==> src/rtl/seq_div_16x8.sv <==
// Iterative radix-2 restoring divider: 16-bit dividend by 8-bit divisor,
// one quotient bit per clock, valid/ready handshake on input and output.
module seq_div_16x8 #(
  parameter int DW = 16,
  parameter int VW = 8
) (
  input  logic          clk,
  input  logic          rst,
  input  logic          in_valid,
  output logic          in_ready,
  input  logic [DW-1:0] dividend,
  input  logic [VW-1:0] divisor,
  output logic          out_valid,
  input  logic          out_ready,
  output logic [DW-1:0] quotient,
  output logic [VW-1:0] remainder,
  output logic          div_by_zero
);

  localparam int CW = $clog2(DW);

  typedef enum logic [1:0] {IDLE, CALC, DONE} state_t;

  state_t        state, state_nx;
  logic [CW-1:0] cnt;
  logic [VW-1:0] prem;
  logic [VW-1:0] dvsr;
  logic [DW-1:0] shreg;
  logic [VW:0]   step;
  logic          last;

  // One restoring step: returns {quotient_bit, new_partial_remainder}.
  // The VW+1-bit trial value cannot overflow because prem < divisor.
  function automatic logic [VW:0] restore_step(input logic [VW-1:0] pr,
                                               input logic          msb,
                                               input logic [VW-1:0] d);
    logic [VW:0] t;
    logic [VW:0] res;
    t = {pr, msb};
    if (t >= {1'b0, d}) begin
      t   = t - {1'b0, d};
      res = {1'b1, t[VW-1:0]};
    end else begin
      res = {1'b0, t[VW-1:0]};
    end
    return res;
  endfunction

  assign step      = restore_step(prem, shreg[DW-1], dvsr);
  assign last      = (cnt == CW'(DW - 1));
  assign in_ready  = (state == IDLE);
  assign out_valid = (state == DONE);

  always_ff @(posedge clk) begin
    if (rst) state <= IDLE;
    else     state <= state_nx;
  end

  always_comb begin
    state_nx = state;
    case (state)
      IDLE: if (in_valid) state_nx = (divisor == '0) ? DONE : CALC;
      CALC: if (last) state_nx = DONE;
      DONE: if (out_ready) state_nx = IDLE;
      default: state_nx = IDLE;
    endcase
  end

  always_ff @(posedge clk) begin
    if (rst) begin
      cnt         <= '0;
      prem        <= '0;
      dvsr        <= '0;
      shreg       <= '0;
      quotient    <= '0;
      remainder   <= '0;
      div_by_zero <= 1'b0;
    end else begin
      case (state)
        IDLE: begin
          if (in_valid) begin
            dvsr <= divisor;
            if (divisor == '0) begin
              quotient    <= '1;
              remainder   <= dividend[VW-1:0];
              div_by_zero <= 1'b1;
            end else begin
              prem        <= '0;
              shreg       <= dividend;
              cnt         <= '0;
              div_by_zero <= 1'b0;
            end
          end
        end
        CALC: begin
          prem  <= step[VW-1:0];
          shreg <= {shreg[DW-2:0], step[VW]};
          cnt   <= cnt + CW'(1);
          // After the final step the shift register holds the full quotient.
          if (last) begin
            quotient  <= {shreg[DW-2:0], step[VW]};
            remainder <= step[VW-1:0];
          end
        end
        default: ;
      endcase
    end
  end

endmodule

==> config.mk <==
export PLATFORM = sky130hd
export DESIGN_NAME = seq_div_16x8
export DESIGN_NICKNAME = d
export VERILOG_FILES = /design/src/rtl/seq_div_16x8.sv
export SDC_FILE = /design/constraint.sdc
export NUM_CORES = 1
export LEC_CHECK = 0
export ABC_AREA = 0
export BUFFER_PORTS_ARGS = -buffer_cell sky130_fd_sc_hd__buf_2
export CAP_MARGIN = 25
export CELL_PAD_IN_SITES_DETAIL_PLACEMENT = 1
export CELL_PAD_IN_SITES_GLOBAL_PLACEMENT = 1
export CORE_UTILIZATION = 44
export CTS_BUF_LIST = sky130_fd_sc_hd__clkbuf_16
export DETAILED_ROUTE_END_ITERATION = 12
export HOLD_SLACK_MARGIN = 0.05
export PLACE_DENSITY_LB_ADDON = 0.1
export SLEW_MARGIN = 40
export SYNTH_ARGS = -nofsm -noshare
export SYNTH_HDL_FRONTEND = slang
export SYNTH_SLANG_ARGS = --single-unit
==> constraint.sdc <==
create_clock -name clk -period 3.99 [get_ports clk]
set_input_delay 0.1995 -clock clk [delete_from_list [all_inputs] [get_ports clk]]
set_output_delay 0.1995 -clock clk [all_outputs]
set_load 0.01 [all_outputs]
==> key figures <==
Critical path
  • Worst R2R Setup Slack: 1600 ps
  • Critical path cell sequence: ha_1, a21oi_1, o221ai_1, a21oi_2, mux2_2, nand2_1, a311oi_1
  • Crit path max fanout: 14
  • CP peak stage delay: 540 ps
  • Crit start category: flip-flop
  • WP data required: 4200 ps
  • Critical R2R Launch: prem[3]
  • Crit path DAT: 2590 ps
  • Kind of critical path: reg2reg
  • Reg-to-reg endpoint: remainder[1]
  • Slowest-stage cell, CP: a21oi_2
  • Worst reg-to-reg path cell count: 7
  • Worst Setup End Kind: flip-flop

STA
  • Min cycle time layout: 2390 ps
  • Worst-margin pin slew: 783 ps
  • Hold Vio Cnt, Final: 0
  • RSZ-0062 raised after global routing: no
  • Hold_ws: 123 ps
  • Clk_skew: 5.99 ps
  • Fmax achieved: 419 MHz
  • Setup_tns: 0 ps
  • Final slew viol count: 0
  • Final setup viols: 0
  • Final worst-path cycle share: 59.9%
  • Slew headroom: 47.8%

Synthesis
  • Syn nets: 381
  • YS warnings: 0
  • Mapped Cells: 343
  • Top cell type's share of synthesized area: 43.0%
  • EDFF count, synth: 0
  • Sequential area share after synthesis: 43.0%
  • Synth top area cells: dfxtp_1 43%, nor2_1 6.7%, mux2i_1 5.8%
  • Synth cell types: 44
  • Asr flop ratio synth: 0%
  • Ys flop type: dfxtp_1
  • Yosys top cell by area: dfxtp_1
  • Synthesized cell area: 2930 um^2
  • Yosys reg bits: 63
  • Synthesized area per cell: 8.55 um^2

Die
  • Row count: 29
  • Die extent in y: 83.6 um
  • IO Pins: 55
  • DIE WIDTH: 83.6 um
  • Core ar.: 6390 um^2
  • Die area: 6990 um^2
  • Starting Density: 45.9%

Clocking
  • H-tree depth: 3
  • CTS Hold Buffers Added: 0
  • Root Driver: clkbuf_16
  • TritonCTS sink count: 63
  • Clk pin slew, worst setup/hold paths: 60 ps
  • CTS tree: yes
  • Total CTS buffers: 9
  • CTS resizes: 0
  • CTS Buffer Depth: 2
  • Post-CTS setup buffers: 0
  • Clock Latency Late Sink: 330 ps

Power
  • P per Cell Area: 582 nW/um^2
  • LEAKAGE: 0.00154 uW
  • Max VDD drop: 0.359 mV

Outcome
  • Status: finished clean

Flow run
  • Max Cap Viol: 0

Cells and area
  • Fill count: 785
  • Fin area: 3550 um^2
  • Synthesis-to-layout area growth: 21.2%
  • Layout cells sized above 1: 21.3%
  • Antenna fix cells: 0
  • Final nets: 428

Detailed routing
  • DR vias/cell: 5.55
  • Routed WL per cell: 16.3 um
  • Starting DRT DRC Count: 86
  • Drt drc: 0
  • First-pass DRT Iterations: 4
  • Vias: 2619
  • Detail Route Antenna Nets: 0
  • Final WL: 7.69 mm

Min path
  • Worst Hold Launch: divisor[5]
  • Hold EP: dvsr[5]
  • Hold path depth: 3
  • Hold Path Class: in2reg

GRT
  • Largest net degree at the start of global routing: 47
  • Global route total overflow: 0
  • Total GRT Usage: 23.3%
  • Initial antenna violation count: 0
  • First-pass GRT wire length: 12.9 mm
  • Vias in the first global route: 2680

Placed design
  • Post-placement cell area: 3230 um^2
  • Buffers on Ports: 54
  • Post-DP HPWL: 5.26 mm
  • GP Congestion: 0.805
## state kept, by name, indices dropped and copies added (netlist names)
register,cells
div_by_zero,1
shreg,16
quotient,16
cnt,4
remainder,8
prem,8
state,2
dvsr,8
## power by group
part           internal [uW]  leakage (uW)  switching [uW]
logic                    198      0.000872             284
clock network            547      0.000150             292
registers                696      0.000516            48.5
total                   1440       0.00154             625
## through the flow
step | util, % | instances | setup slack (ps) | total power (uW)
2_1_floorplan | - | 343 | 1980 | 1110
3_3_place_gp | 50.5 | 456 | 1640 | 1220
3_5_place_dp | 50.5 | 456 | 1630 | 1230
4_1_cts | 55.5 | 472 | 1600 | 2090
5_1_grt | 55.6 | 472 | 1390 | 2170
6_report | 55.6 | 472 | 1600 | 2070
## area by class of cell
| cell class | count | area, um^2 | area share, % |
|---|---|---|---|
| clock buffer | 9 | 225 | 6.34 |
| tap | 77 | 96.3 | 2.71 |
| sequential | 63 | 1260 | 35.5 |
| clock inverter | 7 | 96.3 | 2.71 |
| timing repair buffer | 58 | 303 | 8.52 |
| inverter | 12 | 45.0 | 1.27 |
| multi-input combinational | 246 | 1530 | 42.9 |
## per-layer routing
layer	GRT usage [%]	vias up	routed length [um]
li1	-	1300	-
met1	29.6	1262	3570
met2	38.4	47	3760
met3	5.64	10	253
met4	8.63	0	102
met5	0	-	0
## critical path, delay by kind of cell, from the launching register on
family          cells  cell delay [ps]
mux                 1              410
flops               1              340
compound gates      4             1040
simple gates        1              110
fa+ha+maj           1              370
## cell usage in the layout, fill, tap and decap left out, types with 2 or more instances in the layout
master	instances
a21oi_2	2
nand3_1	4
ha_1	9
buf_4	5
nor4_1	2
a211oi_1	18
buf_2	53
nand3b_1	4
inv_1	11
o31ai_1	2
nand2_1	37
a311oi_1	5
xnor2_1	3
nor2_1	52
o21a_1	3
mux2i_1	17
nor2b_1	5
clkinvlp_4	2
dfxtp_1	63
mux2_2	3
a21oi_1	31
nor3_1	2
bufinv_16	2
xor2_1	3
nand2b_1	5
clkbuf_16	9
o22ai_1	16
or3_1	2
o21ai_0	4
## cells by family (layout without fill, tap and decap cells)
kind of cell | after synthesis | after routing | synth area share (%)
AND/OR/NAND/NOR | 118 | 118 | 17.6
AO/OA/AOI/OAI | 92 | 92 | 20.8
flip-flops | 63 | 63 | 43.0
buffers and inverters | 34 | 86 | 5.29
multiplexers | 20 | 20 | 6.96
adder cells (fa/ha/maj) | 10 | 10 | 4.52
XOR/XNOR | 6 | 6 | 1.79
## how the worst max path moves through the flow
stage / cells after the start / end / startpoint / slack [ps]
after floorplan: 10 / remainder[6] / shreg[15] / 1980
after detailed placement: 8 / remainder[1] / dvsr[4] / 1630
after CTS: 7 / remainder[1] / prem[3] / 1600
after global placement: 8 / remainder[1] / dvsr[4] / 1640
final: 7 / remainder[1] / prem[3] / 1600
after global routing: 7 / remainder[3] / prem[3] / 1390
## cells in the mapped netlist (2+ instances only)
library cell  number
mux2_2             3
nor4_1             2
dfxtp_1           63
nand2_1           37
nand2b_1           6
nor2_1            52
o22ai_1           16
xor2_1             3
o21ai_0            4
nor3_1             2
nor2b_1            5
or3_1              2
a211oi_2           2
ha_1               9
a21oi_1           31
clkbuf_1          15
nand3b_1           4
xnor2_1            3
nand3_1            4
a211oi_1          18
a21oi_2            2
o31ai_1            2
o21a_1             3
a311oi_1           5
inv_1             11
mux2i_1           17
buf_4              5
Note: power is estimated with default switching activity, not from simulation.
